### src/rtl/switch_pkg.sv
// Shared buffer geometry and the beat record passed between the SRAM
// readers/writers and their output FIFOs.
package switch_pkg;

    localparam int BLOCK_BITS  = 64;
    localparam int BLOCK_BYTES = BLOCK_BITS / 8;
    localparam int ADDR_W      = 8;
    localparam int NUM_BLOCKS  = 256;
    localparam int LEN_W       = 11;
    localparam int BYTES_W     = $clog2(BLOCK_BYTES + 1);

    typedef struct packed {
        logic [BLOCK_BITS-1:0] data;
        logic                  last;
        logic [BYTES_W-1:0]    bytes;
        logic [ADDR_W-1:0]     addr;
    } out_beat_t;

endpackage

### src/rtl/beat_fifo.sv
// Three-entry synchronous FIFO of output beats. Storage is cleared on reset
// so an empty FIFO presents an all-zero head.
module beat_fifo (
    input  logic                  clk,
    input  logic                  rst_n,
    input  logic                  push,
    input  switch_pkg::out_beat_t push_beat,
    input  logic                  pop,
    output switch_pkg::out_beat_t head,
    output logic [1:0]            count
);
    import switch_pkg::*;

    out_beat_t  mem [3];
    logic [1:0] wr_ptr;
    logic [1:0] rd_ptr;

    assign head = mem[rd_ptr];

    // Storage, circular pointers (mod 3) and occupancy count.
    always_ff @(posedge clk or negedge rst_n) begin
        if (!rst_n) begin
            for (int i = 0; i < 3; i++) mem[i] <= '0;
            wr_ptr <= '0;
            rd_ptr <= '0;
            count  <= '0;
        end else begin
            if (push) begin
                mem[wr_ptr] <= push_beat;
                wr_ptr      <= (wr_ptr == 2'd2) ? 2'd0 : wr_ptr + 2'd1;
            end
            if (pop) begin
                rd_ptr <= (rd_ptr == 2'd2) ? 2'd0 : rd_ptr + 2'd1;
            end
            case ({push, pop})
                2'b10:   count <= count + 2'd1;
                2'b01:   count <= count - 2'd1;
                default: count <= count;
            endcase
        end
    end

endmodule

### src/rtl/egress_frame_reader.sv
// Egress reader: turns a frame descriptor into one SRAM read per block,
// queues the returned words as tagged beats and frees each block on exit.
//
// state  | meaning
// IDLE   | waiting for a descriptor; FIFO may still be draining
// READ   | issuing block reads while FIFO credits allow
module egress_frame_reader #(
    parameter int BLOCK_BITS = switch_pkg::BLOCK_BITS,
    parameter int ADDR_W     = switch_pkg::ADDR_W,
    parameter int NUM_BLOCKS = switch_pkg::NUM_BLOCKS,
    parameter int LEN_W      = switch_pkg::LEN_W
) (
    input  logic                                 clk,
    input  logic                                 rst_n,
    input  logic                                 desc_valid_i,
    output logic                                 desc_ready_o,
    input  logic [ADDR_W-1:0]                    desc_addr_i,
    input  logic [LEN_W-1:0]                     desc_len_i,
    output logic [ADDR_W-1:0]                    r_addr_o,
    input  logic [BLOCK_BITS-1:0]                r_data_i,
    output logic                                 out_valid_o,
    input  logic                                 out_ready_i,
    output logic [BLOCK_BITS-1:0]                out_data_o,
    output logic                                 out_last_o,
    output logic [$clog2(BLOCK_BITS/8+1)-1:0]    out_bytes_o,
    output logic                                 free_valid_o,
    output logic [ADDR_W-1:0]                    free_addr_o
);
    import switch_pkg::*;

    localparam int BEAT_BYTES = BLOCK_BITS / 8;
    localparam int OFS_W      = $clog2(BEAT_BYTES);
    localparam int CNT_W      = $clog2(BEAT_BYTES + 1);

    typedef enum logic {S_IDLE, S_READ} state_t;

    state_t            state;
    logic [ADDR_W-1:0] addr_q;
    logic [LEN_W-1:0]  blocks_left;
    logic [CNT_W-1:0]  tail_bytes;
    logic              inflight;
    logic              infl_last;
    logic [CNT_W-1:0]  infl_bytes;
    logic [ADDR_W-1:0] infl_addr;

    logic [1:0]        fifo_count;
    out_beat_t         push_beat;
    out_beat_t         head;
    logic              issue;
    logic              pop;

    logic [LEN_W:0]    len_round;
    logic [LEN_W-1:0]  blocks_new;
    logic [OFS_W-1:0]  tail_rem;
    logic [CNT_W-1:0]  tail_new;

    assign len_round  = {1'b0, desc_len_i} + (LEN_W+1)'(BEAT_BYTES - 1);
    assign blocks_new = LEN_W'(len_round >> OFS_W);
    assign tail_rem   = desc_len_i[OFS_W-1:0];
    assign tail_new   = (tail_rem == '0) ? CNT_W'(BEAT_BYTES) : CNT_W'(tail_rem);

    // Credit check counts the word still in the SRAM pipe so a full FIFO
    // can never be overrun by a late push.
    assign issue = (state == S_READ) &&
                   (({1'b0, fifo_count} + {2'b00, inflight}) < 3'd3);

    assign desc_ready_o = (state == S_IDLE);
    assign r_addr_o     = addr_q;

    // Descriptor load, read issue and the one-deep SRAM latency tracker.
    always_ff @(posedge clk or negedge rst_n) begin
        if (!rst_n) begin
            state       <= S_IDLE;
            addr_q      <= '0;
            blocks_left <= '0;
            tail_bytes  <= '0;
            inflight    <= 1'b0;
            infl_last   <= 1'b0;
            infl_bytes  <= '0;
            infl_addr   <= '0;
        end else begin
            inflight <= issue;
            case (state)
                S_IDLE: begin
                    if (desc_valid_i) begin
                        addr_q      <= desc_addr_i;
                        blocks_left <= blocks_new;
                        tail_bytes  <= tail_new;
                        if (desc_len_i != '0) state <= S_READ;
                    end
                end
                S_READ: begin
                    if (issue) begin
                        infl_addr   <= addr_q;
                        infl_last   <= (blocks_left == LEN_W'(1));
                        infl_bytes  <= (blocks_left == LEN_W'(1)) ? tail_bytes
                                                                  : CNT_W'(BEAT_BYTES);
                        addr_q      <= (addr_q == ADDR_W'(NUM_BLOCKS - 1)) ? '0
                                                                          : addr_q + ADDR_W'(1);
                        blocks_left <= blocks_left - LEN_W'(1);
                        if (blocks_left == LEN_W'(1)) state <= S_IDLE;
                    end
                end
                default: state <= S_IDLE;
            endcase
        end
    end

    assign push_beat = '{data: r_data_i, last: infl_last, bytes: infl_bytes, addr: infl_addr};

    beat_fifo u_fifo (
        .clk       (clk),
        .rst_n     (rst_n),
        .push      (inflight),
        .push_beat (push_beat),
        .pop       (pop),
        .head      (head),
        .count     (fifo_count)
    );

    assign out_valid_o = (fifo_count != 2'd0);
    assign out_data_o  = out_valid_o ? head.data  : '0;
    assign out_last_o  = out_valid_o ? head.last  : 1'b0;
    assign out_bytes_o = out_valid_o ? head.bytes : '0;
    assign pop         = out_valid_o && out_ready_i;

    // Return each consumed block to the allocator one cycle after it leaves.
    always_ff @(posedge clk or negedge rst_n) begin
        if (!rst_n) begin
            free_valid_o <= 1'b0;
            free_addr_o  <= '0;
        end else begin
            free_valid_o <= pop;
            if (pop) free_addr_o <= head.addr;
        end
    end

endmodule

### config.mk
export PLATFORM = sky130hd
export DESIGN_NAME = egress_frame_reader
export DESIGN_NICKNAME = d
export VERILOG_FILES = /design/src/rtl/switch_pkg.sv /design/src/rtl/beat_fifo.sv /design/src/rtl/egress_frame_reader.sv
export SDC_FILE = /design/constraint.sdc
export NUM_CORES = 1
export LEC_CHECK = 0
export BUFFER_PORTS_ARGS = -buffer_cell sky130_fd_sc_hd__buf_2
export CORE_MARGIN = 2
export CORE_UTILIZATION = 61
export CTS_CLUSTER_SIZE = 40
export DETAILED_ROUTE_END_ITERATION = 10
export PLACE_DENSITY_LB_ADDON = 0.08
export RECOVER_POWER = 100
export SLEW_MARGIN = 20
export SYNTH_ARGS = -nofsm -noshare
export SYNTH_HDL_FRONTEND = slang
export SYNTH_SLANG_ARGS = --single-unit
### constraint.sdc
create_clock -name clk -period 3.6 [get_ports clk]
set_clock_uncertainty 0.2 [all_clocks]
set_input_delay 0.72 -clock clk [delete_from_list [all_inputs] [get_ports clk]]
set_output_delay 0.72 -clock clk [all_outputs]
set_load 0.01 [all_outputs]
# Word-level counts from Yosys, hierarchy flattened

Index checks and enable logic that the tools add are counted.

Logic and storage cells: 84
Bits of input ports: 87
Flip-flop bits (word level): 284
Output and inout port bits: 88

Reduce and logical (&&, ||, !) cells: 10
Muxes and demuxes: 26
Add/sub/neg operators: 8
Order comparisons: 4
Equal/unequal tests: 8
Bitwise logic cells: 3

Operators with widths:

| cell                  | count |
|---|---|
| $bwmux 231            | 1 |
| $mux 77               | 3 |
| $bmux 77 s2           | 1 |
| $demux 77 s2          | 1 |
| $mux 64               | 1 |
| $mux 8                | 3 |
| $mux 11               | 2 |
| $pmux 11 s2           | 1 |
| $pmux 8 s2            | 1 |
| $add 11x3->12 const B | 1 |
| $mux 4                | 3 |
| $eq 11x1->1 const B   | 1 |
| $reduce_bool 11->1    | 1 |
| $sub 11x1->11 const B | 1 |
| $add 8x1->8 const B   | 1 |
| $eq 8x8->1 const B    | 1 |
| $add 2x1->2 const B   | 3 |
| $eq 2x2->1 const B    | 3 |
| $ge 3x3->1 const B    | 2 |
| $not 2->3             | 2 |
| $reduce_and 2->1      | 3 |
| $mux 1                | 5 |
| $mux 2                | 2 |
| $pmux 2 s2            | 1 |
| other kinds (12)      | 15 |

# Depth between registers and ports, before layout

Gate-level depths: netlist of run 1.

Word-level depth: 6
Mapped depth: 9
Depth with buffers taken out: 7

# Hierarchy

From an unflattened synthesis of run 1, not the netlist that was laid out.

Cell total of the unflattened synthesis: 1079
Area, all modules: 13236.4 sq um

By module, submodules not included:

| module              | instances | sequential area each (sq um) | cells each | area each (sq um) |
|---|---|---|---|---|
| beat_fifo           | 1         | 5930.7                       | 766        | 10453.8 |
| egress_frame_reader | 1         | 1176.1                       | 313        | 2782.7 |

# Least setup slack after synthesis of run 1

No wires, ideal clock.

Path type: register -> output
Start: reg u_fifo.rd_ptr[1]
End: out out_bytes_o[0]
Cell stages (with the launch flop): 8
Arrival: 1.383 ns
Path buffers: 4
Data required time: 2.680 ns
Slack: 1.297 ns
Path through: dfrtp_1 clkbuf_1 nor2b_1 buf_2 buf_2 buf_2 a21oi_1 nor2_1

Word-level cells in the longest chain between the ends: 5

RTL lines:

| item                                       | RTL line                   | RTL |
|---|---|---|
| start, declared                            | beat_fifo.sv:16            | `logic [1:0] rd_ptr;` |
| start signal, assigned                     | beat_fifo.sv:33            | `rd_ptr <= (rd_ptr == 2'd2) ? 2'd0 : rd_ptr + 2'd1;` |
| $not 2->3 (implied by the code)            | beat_fifo.sv:18            | `assign head = mem[rd_ptr];` |
| $bmux 77 s2                                | beat_fifo.sv:18            |  |
| $mux 77 (implied by the code) (2 in a row) | beat_fifo.sv:18            |  |
| $mux 4                                     | egress_frame_reader.sv:124 | `assign out_bytes_o = out_valid_o ? head.bytes : '0;` |
| end, declared                              | egress_frame_reader.sv:25  | `output logic [$clog2(BLOCK_BITS/8+1)-1:0] out_bytes_o,` |

Every way passes these cells. The select of a mux whose other input is x is not followed.

# Final worst setup path of run 1

Start: reg u_fifo.rd_ptr[0]
End: out out_data_o[33]

Word-level cells in the longest chain between the ends: 5

RTL lines:

| item                                       | RTL line                   | RTL |
|---|---|---|
| $not 2->3 (implied by the code)            | beat_fifo.sv:18            |  |
| $bmux 77 s2                                | beat_fifo.sv:18            |  |
| $mux 77 (implied by the code) (2 in a row) | beat_fifo.sv:18            |  |
| $mux 64                                    | egress_frame_reader.sv:122 | `assign out_data_o = out_valid_o ? head.data : '0;` |
| end, declared                              | egress_frame_reader.sv:23  | `output logic [BLOCK_BITS-1:0] out_data_o,` |

Every way passes these cells. The select of a mux whose other input is x is not followed.

==> results of run 1 <==
-- cell type report --
class	count	area share, %
multi-input combinational	735	37.1
clock buffer	44	5.85
tap	275	2.31
inverter	11	0.277
timing repair buffer	198	6.29
sequential	284	47.7
clock inverter	7	0.461
antenna	2	0.0336
-- cells by family after synthesis --
kind of cell | after synthesis
mux | 309
flops | 284
simple gates | 268
compound gates | 142
buf+inv | 83
xor+xnor | 10
fa+ha+maj | 6
-- critical path: cells and delay by family, from the launching register on --
kind / cells / cell delay [ns]
DFF: 1 / 0.77
and+or+nand+nor: 2 / 0.38
AOI/OAI and AO/OA: 1 / 0.15
buffers and inverters: 2 / 0.65
-- sequential cells by signal (all words and copies together) (netlist names) --
signal,count
free_valid_o,1
u_fifo.mem,231
free_addr_o,8
tail_bytes,4
blocks_left,11
u_fifo.wr_ptr,2
u_fifo.count,2
infl_last,1
u_fifo.rd_ptr,2
r_addr_o,8
infl_bytes,4
state,1
inflight,1
infl_addr,8
-- path summary, 6_finish.rpt --
kind / start / end / cells after the start
worst max register to register: u_fifo.wr_ptr[1]$_DFFE_PN0P_ / u_fifo.mem[149]$_DFFE_PN0P_ / 4
worst min-delay path: desc_addr_i[4] / r_addr_o[4]$_DFFE_PN0P_ / 3
min in group asynchronous: rst_n / u_fifo.mem[33]$_DFFE_PN0P_ / 1
worst max-delay path: u_fifo.rd_ptr[0]$_DFFE_PN0N_ / out_data_o[33] / 5
max in group asynchronous: rst_n / u_fifo.rd_ptr[0]$_DFFE_PN0N_ / 2
worst min register to register: tail_bytes[2]$_DFFE_PN0P_ / tail_bytes[2]$_DFFE_PN0P_ / 2
-- cells in the final DEF (no fill, tap or decap), types with 8 or more instances in the layout --
cell,n
mux2_1,27
clkbuf_1,90
inv_1,11
mux2i_1,78
buf_2,95
a21oi_1,89
nand2_1,59
nand3_1,9
dfrtp_1,282
mux2_2,201
nor3_1,8
clkbuf_16,29
nor2_1,155
clkbuf_8,9
o21ai_0,19
-- per-stage QoR --
stage                     total power [W]  utilization (%)  hold WS [ns]  instance area (um2)
after CTS                          0.0156             72.4        0.0225                15300
final                              0.0150             70.7         0.218                14900
after global routing               0.0161             70.7         0.227                14900
after detailed placement           0.0126             68.0         0.264                14300
after floorplan                    0.0104                -         0.224                13100
after global placement             0.0123             68.0         0.261                14300
-- power by group --
group / total (W) / switching (W) / leakage (nW) / internal, W
clock network: 0.00293 / 0.00120 / 0.465 / 0.00173
registers: 0.00564 / 0.000966 / 3.35 / 0.00467
logic: 0.00646 / 0.00343 / 2.91 / 0.00303
total: 0.0150 / 0.00559 / 6.73 / 0.00944
-- layer usage --
metal | vias to the layer above | track usage (%)
met5 | - | 0
met4 | 2 | 4.77
met3 | 32 | 3.00
met2 | 212 | 42.9
met1 | 4528 | 35.2
li1 | 4175 | -
==> results.md, run 1 <==
* Met3 routed WL at approximately 1.3 mm
* Startpoint Class: register
* Final nets at roughly 1400
* DIE WIDTH at 151 um
* Synth Area in XOR/XNOR at less than 1%
* Synth cell types at 50
* CP max stage cell: dfrtp_4
* Final Max Tran Viols at between 150 and 200
* Synth area leaders: dfrtp_1 54%, mux2_2 17%, mux2i_1 5.9%
* Vias in the first global route at 9007
* Wire length per cell at ~18 um
* ANT nets after route at 0
* Die height at around 150 um
* Register bit total from synthesis at roughly 280
* H-tree depth at 1
* CTS hold repair buffers at 0
* R2r setup slk at ~0.30 ns
* Area delta synth->final at 13.6%
* Crit path time final at roughly 3.4 ns
* Initial DRT Pass Iterations at 4
* Post-synthesis adder-cell area fraction at less than 1%
* Sequential-to-total area share from yosys stat at a little over half
* Total GRT Usage at around 25%
* Synth Area in Simple Gates at between 8 and 9%
* Mapped cell area at between 0.01 and 0.015 mm2
* Average size of a mapped cell at 11.9 um2
* Root Driver: clkbuf_16
* Worst-margin pin slew at around 2.1 ns
* CTS tree: yes
* DIE AREA at 0.0227 mm2
* Overflow after GRT at 0
* Core footprint at 0.0211 mm2
* CP cell instances: nor2b_4 -> buf_6 -> a21oi_1 -> nor2_1 -> clkbuf_1
* Max_cap viols at 3
* FF/Latch Area at ~0.007 mm2
* M1 wire length at between 10 and 15 mm
* Top-level I/O count at about 180
* Routed WL at 28.3 mm
* Post-DP HPWL at 17.7 mm
* Dpl ws at ~0.75 ns
* CP endpoint kind: primary output
* Non-Filler Instances at between 1500 and 2000
* WP data required at between 2 and 3 ns
* Power Density at 1010 mW/mm2
* Resized cells post-CTS at 0
* Clk sinks at 284
* Final setup viols at 0
* Global-route wire length before repair at 46.0 mm
* Setup_tns at 0 ns
* Fin worst setup slack at roughly 0.16 ns
* Final Wtd Congestion at between 0.7 and 0.8
* Synth Area in Compound Gates at between 6 and 7%
* Rows at between 50 and 60
* Failing checks: max-capacitance violations, max-slew violations
* CTS max path bufs at 3
* Min-Delay Path Class: input port to register
* Post-Syn Nets at roughly 1200
* Worst IR Drop VDD at a little under 0.6 mV
* Placed cells at around 1500
* Post-CTS setup buffers at 0
* Via count at around 9000
* Leak pwr at around 6.7 nW
* 1st-iter DRT viols at 444
* # DRC at 0
* Syn Inst Count at 1102
* Synth Flop Type: dfrtp_1
* Rel. slew slack at -40.8%
* Clock Pin Slew Worst Setup and Hold Paths at 0.06 ns
* WS Path Type: register to primary output
* I/O Buffers at between 150 and 200
* Fin crit share at 95.5%
* CP Data Arrival Time at approximately 2.5 ns
* Clock latency on the worst-skew pair at between 0.5 and 0.6 ns
* RSZ-0062 raised after global routing: no
* Post-synth EDFFs at 0
* DR WL met2 at between 10 and 15 mm
* # fillers at 1636
* Most numerous cell in the Yosys netlist: dfrtp_1
* Share of cells above drive strength 1 at just under 30%
* Pin count of the biggest net entering global routing at between 80 and 90
* Crit Path Max Fanout at 64
* Synth top area share at a little over half
* Max frequency at between 0.2 and 0.3 GHz
* Initial antenna violation count at 2
* Largest family of logic cells by synthesized area: multiplexers
* Multiplexer share of the synthesized area at between 20% and 30%
* Largest stage delay, worst path at a little under 0.8 ns
* Area of the multi-input gates at around 0.0055 mm2
* FFs w/ async S/R, synth at 100%
* Top Metal Used: met5
* Cell accounting for the most synthesized area: dfrtp_1
* Commonest cells post-synth: 284 x dfrtp_1, 201 x mux2_2, 156 x nor2_1
* Drt via density at 5.75
* Status: finished with violations
* Yosys warns at 0
* Final Hold Viols at 0
* CTS Buf Count at 29
* Starting Density at 62.2%
Power figures use the tool's default switching activity.
==> run 2: changes to the inputs <==
Settings changed: BUFFER_PORTS_ARGS -buffer_cell sky130_fd_sc_hd__buf_2 to not set, DONT_BUFFER_PORTS set to 1, MAX_ROUTING_LAYER set to met4, SETUP_SLACK_MARGIN set to 0.5.
==> run 2 against run 1 <==
The flow finishes with violations (negative hold slack). Sequential power fell by 0.9%. Power fell by 3.3%. Flip-flop and latch count did not move. Cell count fell by 11%. Clock power rose by 5%. Via count fell by 8.4%. First-iteration DRC count fell by 11%. Wire length fell by 5.4%. Clock-buffer cell count rose by 2. Largest cell class unchanged.
==> results.md, run 2 (synthesis gave the netlist of run 1 again) <==
* Status: finished with violations
* Failing checks: negative hold slack
* DIE WIDTH at 151 um (unchanged)
* Final nets at 1173 (-13%)
* Min Hold Slack at -0.316 ns (-0.534 ns)
* Total power draw at 0.0145 W (-3.3%)
* Fin crit share at 85.3% (-10 points)
* Clock latency on the worst-skew pair at 0.54 ns (about the same)
* Die height at 151 um (unchanged)
* Biggest regs: u_fifo.mem (231), blocks_left (11)
* Wire length per cell at 19.4 um (+6.8%)
* Core footprint at 0.0211 mm2 (unchanged)
* Setup_tns at 0 ns (unchanged)
* ANT nets after route at 0 (unchanged)
* CTS tree: yes
* Biggest register: u_fifo.mem
* Critical R2R Launch: u_fifo.wr_ptr[1]$_DFFE_PN0P_
* Worst IR Drop VDD at 0.635 mV (+6.8%)
* Final setup viols at 0 (unchanged)
* Initial antenna violation count at 0 (-2)
* Global-route wire length before repair at 43.5 mm (-5.5%)
* Reg2reg end: u_fifo.mem[88]$_DFFE_PN0P_
* 1st-iter DRT viols at 396 (-11%)
* Max_cap viols at 0 (-3)
* Area delta synth->final at 8.41%
* Crit path time final at 3.07 ns (-0.367 ns)
* Worst-margin pin slew at 1.47 ns (-0.642 ns)
* Pin count of the biggest net entering global routing at 285 (+220%)
* Via count at 8197 (-8.4%)
* WS Path Type: register to register
* Post-DP HPWL at 16.2 mm (-8.3%)
* Routed WL at 26.8 mm (-5.4%)
* H-tree depth at 1 (unchanged)
* Clk sinks at 284 (unchanged)
* # DRC at 0 (unchanged)
* Initial DRT Pass Iterations at 4 (unchanged)
* CP Data Arrival Time at 3.28 ns (+0.76 ns)
* CTS Buf Count at 30 (+3.4%)
* Crit Path Max Fanout at 29 (-55%)
* WP data required at 3.81 ns (+1.13 ns)
* R2R cell count at 4 (unchanged)
* Most frequent cells in the layout: 282 x dfrtp_1, 201 x mux2_2, 155 x nor2_1
* Rows at 53 (unchanged)
* Inserted Diodes at 0 (-2)
* Most common cell after layout, fill and taps aside: dfrtp_1
* Overflow after GRT at 0 (unchanged)
* Starting Density at 62.2% (unchanged)
* R2r setup slk at 0.53 ns (+0.23 ns)
* Max frequency at 0.326 GHz (+12%)
* Vias in the first global route at 8360 (-7.2%)
* Final Wtd Congestion at 0.806 (+1.8%)
* Clock Pin Slew Worst Setup and Hold Paths at 0.06 ns (about the same)
* CTS max path bufs at 3 (unchanged)
* Leak pwr at 6.28 nW (-6.6%)
* Power Density at 1020 mW/mm2 (+1.4%)
* RSZ-0062 raised after global routing: no
* Min-Delay Path Class: input port to asynchronous set/reset pin
* Rel. slew slack at 1.70% (+43 points)
* CP endpoint kind: register
* I/O Buffers at 0 (-100%)
* Startpoint Class: register
* DIE AREA at 0.0227 mm2 (unchanged)
* Root Driver: clkbuf_16
* Final Max Tran Viols at 0 (-100%)
* Max reg flops at 231 (unchanged)
* Total GRT Usage at 24.6% (-0.47 points)
* Top-level I/O count at 175 (unchanged)
* # fillers at 1683 (+2.9%)
* Drt via density at 5.95 (+3.4%)
* Share of cells above drive strength 1 at 24.8% (-4.2 points)
* Final Hold Viols at 284 (+284)
-- run 2: cell types whose count changed in the layout (fill, tap and decap cells not counted), sizes merged --
cell / previous run / this run
inv: 12 / 11
clkbuf: 138 / 54
buf: 104 / 10
clkinv: 4 / 6
bufinv: 1 / 2
diode: 2 / 0
-- run 2: metal layers --
metal / track usage (%) / vias up / part of all wire (%)
met3: 3.73 / 37 / 5.1
met2: 38.7 / 201 / 47
met1: 34.5 / 4134 / 46
li1: - / 3825 / -
met4: 5.42 / 0 / 1.5
met5: - / - / 0
-- run 2: final cells by class --
| class | instances | area [um2] | share of cell area (%) |
|---|---|---|---|
| Clock buffer | 46 | 912 | 6.41 |
| Multi-Input combinational cell | 735 | 5530 | 38.9 |
| Timing Repair Buffer | 18 | 189 | 1.33 |
| Sequential cell | 284 | 7110 | 50.0 |
| Tap cell | 275 | 344 | 2.42 |
| Clock inverter | 9 | 97.6 | 0.686 |
| Inverter | 11 | 41.3 | 0.290 |
-- run 2: power breakdown --
part,switching (W),internal (W)
Combinational,0.00316,0.00270
Clock,0.00121,0.00188
Sequential,0.000920,0.00467
-- run 2: worst max path at each step --
| stage | start | to | depth (start not counted) |
|---|---|---|---|
| finish | u_fifo.wr_ptr[1]$_DFFE_PN0P_ | u_fifo.mem[88]$_DFFE_PN0P_ | 4 |
| global route | u_fifo.count[0]$_DFFE_PN0P_ | r_addr_o[6]$_DFFE_PN0P_ | 7 |
| CTS | u_fifo.rd_ptr[0]$_DFFE_PN0N_ | out_data_o[4] | 5 |
| detailed placement | u_fifo.count[0]$_DFFE_PN0P_ | r_addr_o[6]$_DFFE_PN0P_ | 7 |
| global placement | u_fifo.count[0]$_DFFE_PN0P_ | r_addr_o[6]$_DFFE_PN0P_ | 7 |
| floorplan | u_fifo.rd_ptr[1]$_DFFE_PN0N_ | out_bytes_o[0] | 7 |
-- run 2: critical path, cell delays in order (launching register included) --
cell      delay, ns
dfrtp_1        0.38
inv_1          0.09
nand3_1        1.01
clkbuf_2       0.80
mux2_2         0.44
-- run 2: per-stage QoR --
| stage | cells | setup WS, ns | area [um2] | hold WS [ns] | util (%) |
|---|---|---|---|---|---|
| 3_3_place_gp | 1321 | 0.829 | 13400 | 0.232 | 63.3 |
| 4_1_cts | 1377 | 0.512 | 14400 | -0.337 | 68.2 |
| 6_report | 1378 | 0.530 | 14200 | -0.316 | 67.5 |
| 3_5_place_dp | 1321 | 0.807 | 13400 | 0.233 | 63.3 |
| 5_1_grt | 1378 | 0.344 | 14200 | -0.347 | 67.5 |
| 2_1_floorplan | 1102 | 1.30 | 13100 | 0.224 | - |
-- run 2: repair_timing --
item | 4_1_cts | 5_1_grt
buffers inserted | 1 | 1
endpoints found under the setup margin | 56 | 27
cloned | 0 | 0
hold endpoints to repair | 284 | 284
resized for setup | 1 | 0
